[src/rtl/complex_exe_pipe_pkg.sv]
// Shared types and helpers for the complex execute result pipeline.
package complex_exe_pipe_pkg;

    localparam int SIZE_OPCODE_I       = 8;
    localparam int SIZE_DATA           = 32;
    localparam int EXECUTION_FLAGS     = 6;
    localparam int SIZE_PHYSICAL_LOG   = 7;
    localparam int SIZE_ACTIVELIST_LOG = 5;

    // Flag bit raised when the instruction must trap at retire.
    localparam int CX_FLAG_EXCEPTION = 1;

    // Complex-lane opcodes (multiply / divide family).
    typedef enum logic [SIZE_OPCODE_I-1:0] {
        MULT_L  = 8'h10,
        MULT_H  = 8'h11,
        MULTU_L = 8'h12,
        MULTU_H = 8'h13,
        DIV_L   = 8'h14,
        DIV_H   = 8'h15,
        DIVU_L  = 8'h16,
        DIVU_H  = 8'h17
    } cx_opcode_e;

    // Payload carried by every pipeline slot.
    typedef struct packed {
        logic [2*SIZE_DATA-1:0]           result;
        logic [EXECUTION_FLAGS-1:0]       flags;
        logic [SIZE_PHYSICAL_LOG-1:0]     dest_tag;
        logic [SIZE_ACTIVELIST_LOG-1:0]   al_id;
    } cx_pkt_t;

    localparam int CX_PKT_W = $bits(cx_pkt_t);

    // True for any signed/unsigned, low/high divide.
    function automatic logic cx_is_div(input logic [SIZE_OPCODE_I-1:0] op);
        return (op == DIV_L) || (op == DIV_H) || (op == DIVU_L) || (op == DIVU_H);
    endfunction

endpackage

[src/rtl/cx_pipe_slot.sv]
// One pipeline stage: valid bit plus payload register.
// Flush only kills the valid bit; the payload is don't-care once invalid.
module cx_pipe_slot
    import complex_exe_pipe_pkg::*;
(
    input  logic                clk,
    input  logic                reset,
    input  logic                flush,
    input  logic                ld,
    input  logic                in_vld,
    input  logic [CX_PKT_W-1:0] in_pkt,
    output logic                vld,
    output logic [CX_PKT_W-1:0] pkt
);

    // Valid bit: cleared by reset or flush, otherwise follows the upstream valid on load.
    always_ff @(posedge clk or negedge reset) begin
        if (!reset)
            vld <= 1'b0;
        else if (flush)
            vld <= 1'b0;
        else if (ld)
            vld <= in_vld;
    end

    // Payload: only captured when a real packet arrives, so bubbles do not toggle it.
    always_ff @(posedge clk or negedge reset) begin
        if (!reset)
            pkt <= '0;
        else if (ld && in_vld)
            pkt <= in_pkt;
    end

endmodule

[src/rtl/complex_exe_pipe.sv]
// Fixed-latency elastic result pipe behind the complex (mul/div) ALU.
// CX_LATENCY slots, per-stage backpressure with bubble collapse,
// recovery flush, and divide-by-zero exception tagging at capture.
// CX_LATENCY is intended to lie in 1..8.
module complex_exe_pipe
    import complex_exe_pipe_pkg::*;
#(
    parameter int CX_LATENCY = 3
) (
    input  logic                             clk,
    input  logic                             reset,
    input  logic                             recover_i,
    input  logic                             valid_i,
    output logic                             ready_o,
    input  logic [SIZE_OPCODE_I-1:0]         opcode_i,
    input  logic [SIZE_DATA-1:0]             data2_i,
    input  logic [2*SIZE_DATA-1:0]           result_i,
    input  logic [EXECUTION_FLAGS-1:0]       flags_i,
    input  logic [SIZE_PHYSICAL_LOG-1:0]     dest_tag_i,
    input  logic [SIZE_ACTIVELIST_LOG-1:0]   al_id_i,
    output logic                             valid_o,
    input  logic                             ready_i,
    output logic [2*SIZE_DATA-1:0]           result_o,
    output logic [EXECUTION_FLAGS-1:0]       flags_o,
    output logic [SIZE_PHYSICAL_LOG-1:0]     dest_tag_o,
    output logic [SIZE_ACTIVELIST_LOG-1:0]   al_id_o,
    output logic [$clog2(CX_LATENCY+1)-1:0]  occupancy_o
);

    localparam int LAST  = CX_LATENCY - 1;
    localparam int OCC_W = $clog2(CX_LATENCY + 1);

    logic [CX_LATENCY-1:0]               v;
    logic [CX_LATENCY-1:0]               ld;
    logic [CX_LATENCY-1:0][CX_PKT_W-1:0] pkt_q;
    logic                                ld_chain;
    cx_pkt_t                             cap_pkt;
    cx_pkt_t                             out_pkt;

    // Load enables, walked from the output back to stage 0.
    // ld[s] = ~v[s] | adv[s] with adv[s] = v[s] & ld[s+1] reduces to ~v[s] | ld[s+1],
    // so an empty stage always loads and a full one loads only if downstream moves.
    always_comb begin
        ld       = '0;
        ld_chain = ready_i;
        for (int s = LAST; s >= 0; s--) begin
            ld[s]    = ~v[s] | ld_chain;
            ld_chain = ld[s];
        end
    end

    assign ready_o = ld[0] & ~recover_i;

    // Capture: pass the ALU packet through, forcing the exception flag on divide-by-zero.
    always_comb begin
        cap_pkt.result   = result_i;
        cap_pkt.flags    = flags_i;
        cap_pkt.dest_tag = dest_tag_i;
        cap_pkt.al_id    = al_id_i;
        if (cx_is_div(opcode_i) && (data2_i == '0))
            cap_pkt.flags[CX_FLAG_EXCEPTION] = 1'b1;
    end

    for (genvar s = 0; s < CX_LATENCY; s++) begin : g_slot
        logic                in_vld;
        logic [CX_PKT_W-1:0] in_pkt;

        if (s == 0) begin : g_head
            assign in_vld = valid_i & ready_o;
            assign in_pkt = cap_pkt;
        end else begin : g_body
            assign in_vld = v[s-1];
            assign in_pkt = pkt_q[s-1];
        end

        cx_pipe_slot u_slot (
            .clk    (clk),
            .reset  (reset),
            .flush  (recover_i),
            .ld     (ld[s]),
            .in_vld (in_vld),
            .in_pkt (in_pkt),
            .vld    (v[s]),
            .pkt    (pkt_q[s])
        );
    end

    // Output packet comes straight from the last slot; only valid is gated by recovery.
    assign out_pkt    = pkt_q[LAST];
    assign valid_o    = v[LAST] & ~recover_i;
    assign result_o   = out_pkt.result;
    assign flags_o    = out_pkt.flags;
    assign dest_tag_o = out_pkt.dest_tag;
    assign al_id_o    = out_pkt.al_id;

    // Occupancy is the population count of the registered valid bits.
    always_comb begin
        occupancy_o = '0;
        for (int s = 0; s < CX_LATENCY; s++)
            occupancy_o = occupancy_o + OCC_W'(v[s]);
    end

endmodule

[config.mk]
export PLATFORM = sky130hd
export DESIGN_NAME = complex_exe_pipe
export DESIGN_NICKNAME = d
export VERILOG_FILES = /design/src/rtl/complex_exe_pipe_pkg.sv /design/src/rtl/cx_pipe_slot.sv /design/src/rtl/complex_exe_pipe.sv
export SDC_FILE = /design/constraint.sdc
export NUM_CORES = 1
export LEC_CHECK = 0
export CAP_MARGIN = 25
export CELL_PAD_IN_SITES_DETAIL_PLACEMENT = 2
export CELL_PAD_IN_SITES_GLOBAL_PLACEMENT = 2
export CORE_ASPECT_RATIO = 1.25
export CORE_MARGIN = 2
export CORE_UTILIZATION = 36
export DETAILED_ROUTE_END_ITERATION = 6
export GPL_TIMING_DRIVEN = 0
export PLACE_DENSITY = 0.88
export SLEW_MARGIN = 0
export SYNTH_ARGS = -nofsm -noshare
export SYNTH_HDL_FRONTEND = slang
export SYNTH_SLANG_ARGS = --single-unit
[constraint.sdc]
create_clock -name clk -period 1.8 [get_ports clk]
set_input_delay 0.54 -clock clk [delete_from_list [all_inputs] [get_ports clk]]
set_output_delay 0.54 -clock clk [all_outputs]
set_load 0.005 [all_outputs]
# After elaboration in Yosys (flattened, before gate mapping)
# Index checks and enable logic that the tools add are counted.
op_classes:
  addsub: 2
  n_eq_ne: 4
  n_mux: 7
  bitwise_logic: 10
  reduce_logical: 11
ops:
  columns: ["cell", "n"]
  rows:
  - ["$eq 8x5->1 const B", 4]
  - ["$logic_not 32->1", 1]
  - ["$mux 1", 7]
  - ["$reduce_bool 2->1", 3]
  - ["$logic_and 1x1->1", 4]
  - ["$not 1->1", 4]
  - ["$and 1x1->1", 3]
  - ["$logic_or 1x1->1", 3]
  - ["$or 1x1->1", 3]
  - ["$add 1x1->2", 1]
  - ["$add 2x1->2", 1]
totals:
  ff_bits: 249
  out_inout_bits: 86
  elab_cells: 40

# Longest topological paths before layout
# Gate-level depths: netlist (run 1).
logic_depth:
  depth_word: 8
  ltp_mapped: 5
  mapped_depth_nobuf: 4

# By module
# From an unflattened synthesis (run 1), not the netlist that was laid out.
hier_totals:
  hier_cells: 553
  hier_area_um2: 10291.1
by_module_without_submodules:
  columns: ["module", "instances", "cells_per_inst", "area_per_inst_um2", "seq_area_each_um2"]
  rows:
  - ["cx_pipe_slot", 3, 177, 3369.5, 2077.0]
  - ["complex_exe_pipe", 1, 22, 182.7, 0.0]

# Worst setup path before layout (run 1)
# No wires, ideal clock.
synth_timing:
  kind: "input to register"
  from: "input port ready_i"
  to: "register g_slot[1].u_slot.pkt[41]"
  arrival_ps: 1525
  t_required_ps: 1675
  setup_slack_ps: 150
  stages: 5
  path_buffers: 1
  cell_sequence: "nor2b_4 -> nand2_1 -> nand2_2 -> clkbuf_8 -> mux2_2"
synth_via:
  elab_chain_cells: 3
synth_rtl:
  columns: ["item", "line_no", "source"]
  rows:
  - ["start: declaration", "complex_exe_pipe.sv:22", "input logic ready_i,"]
  - ["$or 1x1->1 (2 in a row)", "complex_exe_pipe.sv:47", "ld[s] = ~v[s] | ld_chain;"]
  - ["$logic_and 1x1->1", "cx_pipe_slot.sv:30", "else if (ld && in_vld)"]
  - ["end signal: assignment", "cx_pipe_slot.sv:31", "pkt <= in_pkt;"]
  - ["end: declaration", "cx_pipe_slot.sv:13", "output logic [CX_PKT_W-1:0] pkt"]
# Every way passes these cells.
# A chain may end at the register's enable or synchronous reset.

# Final worst setup path (run 1)
layout_timing:
  from: "register g_slot[0].u_slot.vld"
  to: "output port occupancy_o[0]"
layout_via:
  elab_chain_cells: 2
layout_rtl:
  columns: ["item", "line_no", "source"]
  rows:
  - ["start: declaration", "cx_pipe_slot.sv:12", "output logic vld,"]
  - ["start signal: assignment", "cx_pipe_slot.sv:23", "vld <= in_vld;"]
  - ["$add 1x1->2", "complex_exe_pipe.sv:100", "occupancy_o = occupancy_o + OCC_W'(v[s]);"]
  - ["$add 2x1->2", "complex_exe_pipe.sv:100", null]
  - ["end: declaration", "complex_exe_pipe.sv:27", "output logic [$clog2(CX_LATENCY+1)-1:0] occupancy_o"]
# Every way passes these cells.

==> results of run 1 <==
-- synthesized netlist by cell type --
| master | instances |
|---|---|
| nor2b_4 | 1 |
| buf_6 | 23 |
| a21oi_1 | 1 |
| nor4_1 | 8 |
| nor2b_1 | 1 |
| nand4_1 | 2 |
| buf_4 | 1 |
| clkbuf_8 | 1 |
| nand2b_1 | 1 |
| a31oi_1 | 1 |
| a31oi_4 | 1 |
| dfrtp_1 | 249 |
| mux2_4 | 10 |
| fa_1 | 1 |
| inv_1 | 1 |
| mux2_2 | 236 |
| nand2_1 | 3 |
| o41ai_1 | 1 |
| nor2_1 | 6 |
| nand2_2 | 1 |
| nand2_4 | 1 |
-- per-stage QoR --
stage          power [W]  setup WS, ns  hold WS [ns]  TNS (ns)  utilization (%)
2_1_floorplan    0.00921         0.150         0.244         0                -
3_3_place_gp      0.0114        -10.30         0.481  -2683.26             46.3
3_5_place_dp      0.0118        -0.709         0.439   -140.56             46.6
4_1_cts           0.0170        -0.398         0.498    -0.897             50.0
5_1_grt           0.0176        -0.421         0.521     -1.27             50.4
6_report          0.0167        -0.368         0.499    -0.889             50.4
-- worst max-delay path by stage --
stage	start	endpoint	slack (ns)
after CTS	g_slot[1].u_slot.vld	occupancy_o[0]	-0.40
final	g_slot[0].u_slot.vld	occupancy_o[0]	-0.37
after global placement	reset	g_slot[1].u_slot.pkt[79]	-10.30
after global routing	g_slot[0].u_slot.vld	occupancy_o[0]	-0.42
after floorplan	ready_i	g_slot[1].u_slot.pkt[41]	0.15
after detailed placement	ready_i	g_slot[1].u_slot.pkt[48]	-0.71
-- repair_timing --
action                     CTS  global route
setup endpoints to repair  294            91
pin swaps                    3             3
resized for setup          108            17
gates cloned                 1             1
hold endpoints to repair    38             0
setup buffers                6             3
hold buffers                 2             0
-- cell type report --
class	count	area, sq um
inverter	1	3.75
clock buffer	37	793
multi-input combinational	276	3060
sequential	249	6230
buffer	25	314
tap	340	425
clock inverter	11	109
timing repair buffer	224	2180
fill	2406	12900
-- cell families (layout without fill, tap and decap cells) --
logic type                 after synthesis  count (layout)
DFF                                    249             249
muxes                                  246             246
adders and majority gates                1               1
and+or+nand+nor                         24              25
AOI/OAI and AO/OA                        4               4
buffers and inverters                   26             298
-- report_power, final --
group | internal, W | switching, W | leakage [nW]
Sequential | 0.00703 | 0.000760 | 2.95
Combinational | 0.00214 | 0.00121 | 2.40
Clock | 0.00335 | 0.00221 | 0.457
-- state kept, by name (all words and copies together) (netlist names) --
name and count:
g_slot.u_slot.pkt 246, g_slot.u_slot.vld 3
-- routing by layer --
| layer | up-vias | global-route usage (%) |
|---|---|---|
| li1 | 2463 | - |
| met1 | 2941 | 20.1 |
| met2 | 139 | 33.6 |
| met3 | 39 | 4.17 |
| met4 | 2 | 4.53 |
| met5 | - | 0 |
-- layout by cell type (no fill, tap or decap), types with 6 or more instances in the layout --
master / instances
clkdlybuf4s50_1: 121
nor4_1: 8
buf_8: 6
dlygate4sd2_1: 84
nor2_1: 6
mux2_2: 236
clkinv_2: 8
mux2_4: 10
dfrtp_1: 247
clkbuf_16: 28
buf_6: 23
clkbuf_8: 8
==> results.sh, run 1 <==
export IMPL_cts_made_buffers=27
export IMPL_tightestPinTransition_ns=0.615
export IMPL_grt_overflow_total=0
export IMPL_status="complete, but fails checks"
export IMPL_syn_num_nets=678
export IMPL_grt_pass1_wl_mm=38.1
export IMPL_antenna_found_initial=1
export IMPL_synthSimpleGateAreaFrac_pct=1.47
export IMPL_reg2reg_depth=7
export IMPL_antenna_left=0
export IMPL_grt_pass1_vias=6641
export IMPL_viasPerCell=4.80
export IMPL_synth_xor_area_share_pct=0
export IMPL_fin_crit_sh_pct=120
export IMPL_gp_congestion=0.683
export IMPL_syn_area_sq_mm=0.00952
export IMPL_max_stage_delay_ns=0.58
export IMPL_grt_max_degree=115
export IMPL_start_util_pct=36.6
export IMPL_worstSetupStartpointType="flip-flop"
export IMPL_yosys_top_cells_area="dfrtp_1 (65%), mux2_2 (28%), buf_6 (2.7%)"
export IMPL_slowest_stage="fa_2"
export IMPL_routedWlPerCell_microns=21.4
export IMPL_fin_ws_ns=-0.368
export IMPL_cts_num_sinks=249
export IMPL_min_delay_path_depth=1
export IMPL_yosysTopAreaCell="dfrtp_1"
export IMPL_cp_num_cells=2
export IMPL_cts_tree="built"
export IMPL_hold_path_class="flip-flop to flip-flop"
export IMPL_powerDensity_mw_per_mm2=1270
export IMPL_yosysSeqAreaShare_pct=65.4
export IMPL_synthAdderAreaFrac_pct=0.210
export IMPL_cap_violations=0
export IMPL_report_final_slew_viol_count=0
export IMPL_crit_family="adder cells"
export IMPL_yosys_mux_area_fraction_pct=29.5
export IMPL_syn_inst=550
export IMPL_boundaryPins=213
export IMPL_grtUsageTotal_pct=17.8
export IMPL_syn2layout_area_growth_pct=37.7
export IMPL_cp_required_ns=1.26
export IMPL_n_antenna_cell=0
export IMPL_core_area_sq_mm=0.0260
export IMPL_cts_htree_levels=1
export IMPL_arrival_ns=1.63
export IMPL_num_nets_final=932
export IMPL_max_vdd_ir_drop_mv=0.694
export IMPL_worstSetupPathType="flip-flop to output port"
export IMPL_synth_warnings=0
export IMPL_dp_cells=1102
export IMPL_die_height_microns=186
export IMPL_crit_fanout=2
export IMPL_critical_path_buf_inv_count=1
export IMPL_place_hpwl_mm=16.8
export IMPL_r2r_end="g_slot[0].u_slot.pkt[56]"
export IMPL_synth_top_family_by_area="multiplexers"
export IMPL_synth_compound_area_share_pct=0.434
export IMPL_numPortBuffers=210
export IMPL_synth_area_per_cell_sq_um=17.3
export IMPL_routed_wl_mm=24.9
export IMPL_route_met3_wl_mm=1.33
export IMPL_die_w_microns=149
export IMPL_rsz0062_at_grt="true"
export IMPL_clock_root_buffer="clkbuf_16"
export IMPL_clockBufferDepth=3
export IMPL_routedLengthMet1_mm=9.03
export IMPL_hold_violations=0
export IMPL_wl_met2_mm=13.9
export IMPL_design_area_sq_mm=0.0131
export IMPL_r2r_start="g_slot[0].u_slot.vld"
export IMPL_drt_iter0_drc=112
export IMPL_synth_top_area_share_pct=65.4
export IMPL_synth_seq_cells=249
export IMPL_crit_path_cell_trace="fa_2 > buf_6"
export IMPL_clock_latency_ns=0.53
export IMPL_period_needed_ns=2.17
export IMPL_drtPass1Iterations=3
export IMPL_dieArea_sq_mm=0.0278
export IMPL_regToRegSetupSlack_ns=0.02
export IMPL_hold_end="g_slot[1].u_slot.pkt[27]"
export IMPL_final_setup_skew_ns=0.00595
export IMPL_slew_headroom_pct=59.0
export IMPL_violations="negative setup slack"
export IMPL_setup_viol_count_final=3
export IMPL_drc=0
export IMPL_placed_area_sq_mm=0.0121
export IMPL_leakage_nw=5.80
export IMPL_rows=66
export IMPL_synth_cell_types=21
export IMPL_hp_start="g_slot[0].u_slot.pkt[27]"
export IMPL_clk_pin_slew_ns=0.06
export IMPL_cp_end_kind="output port"
export IMPL_routed_top_layer="met5"
export IMPL_drive_gt1_share_pct=41.9
export IMPL_fin_cells=1163
export IMPL_clock_fmax_ghz=0.461
export IMPL_via_count=5584
Note: power is estimated with default switching activity, not from simulation.
==> inputs of run 2 (changes only) <==
--- a/config.mk
+++ b/config.mk
@@ -13,7 +13,7 @@
 export CORE_UTILIZATION = 36
 export DETAILED_ROUTE_END_ITERATION = 6
 export GPL_TIMING_DRIVEN = 0
-export PLACE_DENSITY = 0.88
+export PLACE_DENSITY = 0.92
 export SLEW_MARGIN = 0
 export SYNTH_ARGS = -nofsm -noshare
 export SYNTH_HDL_FRONTEND = slang
==> run 2 against run 1 <==
  * The run still ends with negative setup slack left
  * Power increased by 0.56%
  * Clock power down 2%
  * Fmax is 2.1% higher
  * Wire length increased by 5.2%
  * Final cell count is 1.0% higher
  * Sequential power grew 0.5%
  * Worst setup slack better by 0.044 ns
  * Via count up 0.61%
  * First-iteration DRC count grew 30%
  * Non-clock buffer count increased by 10
  * Combinational power grew 4%
  * Flip-flop and latch count did not move
  * Critical endpoint unchanged
  * Highest routed layer unchanged
==> results.sh, run 2 (synthesis gave the netlist of run 1 again) <==
export IMPL_clock_fmax_ghz=0.471
export IMPL_cts_num_sinks=249
export IMPL_cp_required_ns=1.26
export IMPL_power_total_w=0.0168
export IMPL_num_nets_final=942
export IMPL_hold_violations=0
export IMPL_place_hpwl_mm=17.2
export IMPL_hp_start="recover_i"
export IMPL_syn2layout_area_growth_pct=39.2
export IMPL_clockBufferDepth=3
export IMPL_fin_crit_sh_pct=118
export IMPL_clock_root_buffer="clkbuf_16"
export IMPL_boundaryPins=213
export IMPL_cap_violations=0
export IMPL_viasPerCell=4.78
export IMPL_report_final_slew_viol_count=0
export IMPL_slew_headroom_pct=58.7
export IMPL_r2r_end="g_slot[0].u_slot.pkt[56]"
export IMPL_grt_pass1_wl_mm=39.6
export IMPL_cp_end_kind="output port"
export IMPL_rows=66
export IMPL_largest_register="g_slot.u_slot.pkt"
export IMPL_final_common_cell="dfrtp_1"
export IMPL_crit_fanout=2
export IMPL_period_needed_ns=2.12
export IMPL_r2r_start="g_slot[2].u_slot.vld"
export IMPL_arrival_ns=1.58
export IMPL_drc=0
export IMPL_min_delay_path_depth=2
export IMPL_reg_top3="g_slot.u_slot.pkt (246), g_slot.u_slot.vld (3)"
export IMPL_start_util_pct=36.6
export IMPL_cts_tree="built"
export IMPL_routedWlPerCell_microns=22.3
export IMPL_antenna_found_initial=2
export IMPL_leakage_nw=5.88
export IMPL_slowest_stage="fa_1"
export IMPL_hold_path_class="input pin to flip-flop"
export IMPL_powerDensity_mw_per_mm2=1270
export IMPL_crit_path_cell_trace="fa_1 > buf_2"
export IMPL_dieArea_sq_mm=0.0278
export IMPL_critical_path_buf_inv_count=1
export IMPL_cts_htree_levels=1
export IMPL_worstSetupStartpointType="flip-flop"
export IMPL_design_area_sq_mm=0.0133
export IMPL_regToRegSetupSlack_ns=0.08
export IMPL_drt_iter0_drc=146
export IMPL_max_vdd_ir_drop_mv=0.839
export IMPL_tightestPinTransition_ns=0.620
export IMPL_drtPass1Iterations=4
export IMPL_die_height_microns=186
export IMPL_drive_gt1_share_pct=42.3
export IMPL_grt_overflow_total=0
export IMPL_grt_pass1_vias=6608
export IMPL_status="complete, but fails checks"
export IMPL_hold_end="g_slot[2].u_slot.vld"
export IMPL_worstSetupPathType="flip-flop to output port"
export IMPL_crit_family="adder cells"
export IMPL_antenna_left=0
export IMPL_clock_latency_ns=0.53
export IMPL_setup_viol_count_final=4
export IMPL_grt_max_degree=118
export IMPL_fin_ws_ns=-0.324
export IMPL_via_count=5618
export IMPL_post_place_ws_ns=-0.692
export IMPL_max_stage_delay_ns=0.52
export IMPL_tns_ns=-0.835
export IMPL_clk_pin_slew_ns=0.06
export IMPL_die_w_microns=149
export IMPL_final_setup_skew_ns=0.0111
export IMPL_placed_area_sq_mm=0.0121
export IMPL_numPortBuffers=210
export IMPL_violations="negative setup slack"
export IMPL_rsz0062_at_grt="true"
export IMPL_grtUsageTotal_pct=18.8
export IMPL_largest_register_ffs=246
export IMPL_layout_common_cells="dfrtp_1 (247), mux2_2 (236), clkdlybuf4s50_1 (122)"
export IMPL_routed_wl_mm=26.2
export IMPL_core_area_sq_mm=0.0260
export IMPL_cts_made_buffers=26
export IMPL_reg2reg_depth=7
export IMPL_final_core_util_pct=51.0
export IMPL_gp_congestion=0.701
run 2: worst max path at each step:
stage                     depth (start not counted)            startpoint  slack (ns)                       end
after global placement                            1                 reset      -10.27  g_slot[0].u_slot.pkt[72]
after CTS                                         2  g_slot[1].u_slot.vld       -0.38            occupancy_o[0]
final                                             2  g_slot[1].u_slot.vld       -0.32            occupancy_o[0]
after floorplan                                   5               ready_i        0.15  g_slot[1].u_slot.pkt[41]
after detailed placement                          4               ready_i       -0.69                   ready_o
after global routing                              2  g_slot[1].u_slot.vld       -0.38            occupancy_o[0]
run 2: power by group:
part,switching (W),internal [W]
Clock,0.00221,0.00325
Sequential,0.000797,0.00703
Combinational,0.00127,0.00222
Total,0.00428,0.0125
run 2: per-layer routing:
layer	vias up	wire, microns	share of wire (%)	track usage, %
met2	128	14800	57	35.6
met1	2967	9550	36	21.0
met4	2	432	1.7	4.34
met5	-	13	0.050	0
li1	2485	-	-	-
met3	36	1380	5.3	4.53
run 2: final cells by class:
cell class / count / area (sq um)
fillers: 2398 / 12800
flip-flops and latches: 249 / 6230
multi-input cells: 277 / 3080
repair buffers: 234 / 2240
clock buffers: 41 / 818
well taps: 340 / 425
plain buffers: 25 / 387
clock inverters: 7 / 66.3
inverters: 1 / 3.75
diodes: 1 / 2.50
run 2: repair_timing:
action	CTS	global route
endpoints found under the hold margin	37	0
setup buffers	18	2
pin swaps	3	2
gates resized for setup	107	34
setup endpoints to repair	166	218
hold buffers	1	0
cloned	0	3
run 2: per-stage QoR:
| step | hold slack [ns] | instances |
|---|---|---|
| 2_1_floorplan | 0.244 | 550 |
| 3_3_place_gp | 0.480 | 1100 |
| 3_5_place_dp | 0.440 | 1102 |
| 4_1_cts | 0.445 | 1169 |
| 5_1_grt | 0.469 | 1175 |
| 6_report | 0.476 | 1175 |
run 2: worst register-to-register path, delay by kind of cell (launching register included):
kind	cells	cell delay, ns
buf+inv	3	0.50
flops	1	0.40
mux	1	0.31
simple gates	2	0.24
compound gates	1	0.16
==> inputs of run 3 (changes only) <==
--- a/config.mk
+++ b/config.mk
@@ -14,6 +14,7 @@
 export DETAILED_ROUTE_END_ITERATION = 6
 export GPL_TIMING_DRIVEN = 0
 export PLACE_DENSITY = 0.92
+export RECOVER_POWER = 100
 export SLEW_MARGIN = 0
 export SYNTH_ARGS = -nofsm -noshare
 export SYNTH_HDL_FRONTEND = slang
==> constraint.sdc (replaced) <==
create_clock -name clk -period 1.8 [get_ports clk]
set_input_delay 0.54 -clock clk [delete_from_list [all_inputs] [get_ports clk]]
set_output_delay 0.54 -clock clk [all_outputs]
set_load 0.05 [all_outputs]
==> run 3 against run 2 <==
  * The flow still finishes with violations (negative setup slack)
  * Flip-flop and latch count did not move
  * Cell area fell by 0.51%
  * Wire length rose by 3.4%
  * Sequential share of layout area rose by 0.24 points
  * Global-route usage fell by 0.52 points
  * Non-clock buffer count did not move
  * Critical path type unchanged
  * Largest cell class unchanged
==> results.sh, run 3 (synthesis gave the netlist of run 1 again) <==
export IMPL_cp_end_kind="output port"
export IMPL_max_vdd_ir_drop_mv=1.10
export IMPL_clockBufferDepth=3
export IMPL_cts_tree="built"
export IMPL_worstSetupPathType="flip-flop to output port"
export IMPL_slew_headroom_pct=53.3
export IMPL_clk_pin_slew_ns=0.06
export IMPL_cts_made_buffers=27
export IMPL_dp_cells=1102
export IMPL_status="complete, but fails checks"
export IMPL_final_core_util_pct=50.7
export IMPL_cap_violations=0
export IMPL_largest_register="g_slot.u_slot.pkt"
export IMPL_cts_htree_levels=1
export IMPL_die_w_microns=149
export IMPL_drive_gt1_share_pct=51.3
export IMPL_rsz0062_at_grt="true"
export IMPL_setup_viol_count_final=250
export IMPL_viasPerCell=4.80
export IMPL_cp_startpoint="g_slot[1].u_slot.vld"
export IMPL_grtUsageTotal_pct=18.2
export IMPL_rows=66
export IMPL_period_needed_ns=2.25
export IMPL_drtPass1Iterations=4
export IMPL_gp_congestion=0.711
export IMPL_fin_ws_ns=-0.450
export IMPL_routed_wl_mm=27.1
export IMPL_routedWlPerCell_microns=23.0
export IMPL_numPortBuffers=210
export IMPL_cts_num_sinks=249
export IMPL_dieArea_sq_mm=0.0278
export IMPL_drt_iter0_drc=115
export IMPL_core_area_sq_mm=0.0260
export IMPL_grt_pass1_wl_mm=38.5
export IMPL_hold_path_class="flip-flop to flip-flop"
export IMPL_r2r_end="g_slot[1].u_slot.pkt[77]"
export IMPL_start_util_pct=36.6
export IMPL_n_fill_cell=2359
export IMPL_grt_overflow_total=0
export IMPL_grt_max_degree=123
export IMPL_hold_violations=0
export IMPL_powerDensity_mw_per_mm2=1460
export IMPL_fin_cells=1176
export IMPL_via_count=5639
export IMPL_antenna_left=0
export IMPL_regToRegSetupSlack_ns=-0.31
export IMPL_leakage_nw=5.84
export IMPL_cp_required_ns=1.26
export IMPL_clock_fmax_ghz=0.444
export IMPL_reg_top3="g_slot.u_slot.pkt (246), g_slot.u_slot.vld (3)"
export IMPL_arrival_ns=1.71
export IMPL_layout_common_cells="dfrtp_1 (247), mux2_2 (235), clkdlybuf4s50_1 (122)"
export IMPL_violations="negative setup slack"
export IMPL_report_final_slew_viol_count=0
export IMPL_largest_register_ffs=246
export IMPL_drc=0
export IMPL_boundaryPins=213
export IMPL_place_hpwl_mm=16.9
export IMPL_final_common_cell="dfrtp_1"
export IMPL_grt_pass1_vias=6541
export IMPL_antenna_found_initial=1
export IMPL_reg2reg_depth=7
export IMPL_fin_crit_sh_pct=125
export IMPL_worstSetupStartpointType="flip-flop"
export IMPL_num_nets_final=944
export IMPL_crit_fanout=2
export IMPL_crit_end="occupancy_o[0]"
export IMPL_clock_latency_ns=0.53
export IMPL_r2r_start="g_slot[1].u_slot.vld"
export IMPL_die_height_microns=186
export IMPL_final_setup_skew_ns=0.0147
export IMPL_clock_root_buffer="clkbuf_16"
export IMPL_tightestPinTransition_ns=0.699
export IMPL_syn2layout_area_growth_pct=38.5
-- run 3: cell count changes in the layout (fill, tap and decap cells not counted), sizes merged --
cell,before,now
clkinv,5,2
nand2,7,8
dlygate4sd2,83,1
clkbuf,42,56
bufinv,1,3
clkinvlp,1,0
buf,52,122
-- run 3: worst min path at each step --
stage	from	end	depth (start not counted)
after floorplan	reset	g_slot[0].u_slot.pkt[0]	0
after global placement	g_slot[1].u_slot.pkt[30]	g_slot[2].u_slot.pkt[30]	1
after detailed placement	reset	g_slot[2].u_slot.pkt[33]	1
after CTS	reset	g_slot[1].u_slot.pkt[32]	2
after global routing	g_slot[1].u_slot.pkt[69]	g_slot[2].u_slot.pkt[69]	1
final	g_slot[1].u_slot.pkt[81]	g_slot[2].u_slot.pkt[81]	1
-- run 3: area by class of cell --
type | count | area [sq um] | share of cell area, %
clock buffers | 43 | 786 | 5.96
multi-input cells | 278 | 3110 | 23.6
plain buffers | 25 | 439 | 3.33
flip-flops and latches | 249 | 6230 | 47.3
clock inverters | 5 | 100 | 0.759
inverters | 1 | 3.75 | 0.0285
diodes | 1 | 2.50 | 0.0190
well taps | 340 | 425 | 3.23
repair buffers | 234 | 2080 | 15.8
-- run 3: critical path, stage by stage, from the launching register on --
cell and delay [ns]:
dfrtp_2 0.44, fa_2 0.60, buf_8 0.15
-- run 3: timing repair --
| action | in CTS | in global routing |
|---|---|---|
| setup buffers | 9 | 5 |
| gates resized for setup | 448 | 48 |
| setup endpoints to repair | 166 | 179 |
| pin swaps | 3 | 1 |
| hold buffers | 1 | 0 |
| endpoints found under the hold margin | 5 | 0 |
| gates cloned | 1 | 11 |
-- run 3: power breakdown --
| part | switching (W) | internal [W] |
|---|---|---|
| combinational | 0.00379 | 0.00202 |
| clock | 0.00221 | 0.00340 |
| sequential | 0.000823 | 0.00703 |
| total | 0.00682 | 0.0125 |
-- run 3: per-stage QoR --
step                setup WS (ns)  setup TNS, ns  hold slack (ns)  area (sq um)  power [W]
finish                     -0.450         -44.18            0.499         13200     0.0193
global route               -0.496         -62.70            0.504         13200     0.0201
CTS                        -0.453          -1.70            0.390         12800     0.0194
detailed placement         -0.947        -129.60            0.343         12100     0.0143
global placement           -10.24       -2671.01            0.480         12100     0.0139
floorplan                  0.0102              0            0.244          9530     0.0117
-- run 3: per-layer routing --
| layer | up-vias | wire length [microns] | track usage (%) |
|---|---|---|---|
| met3 | 35 | 1310 | 3.63 |
| met5 | - | 0 | 0 |
| li1 | 2489 | - | - |
| met4 | 0 | 396 | 4.50 |
| met1 | 2978 | 10200 | 21.3 |
| met2 | 137 | 15100 | 34.1 |
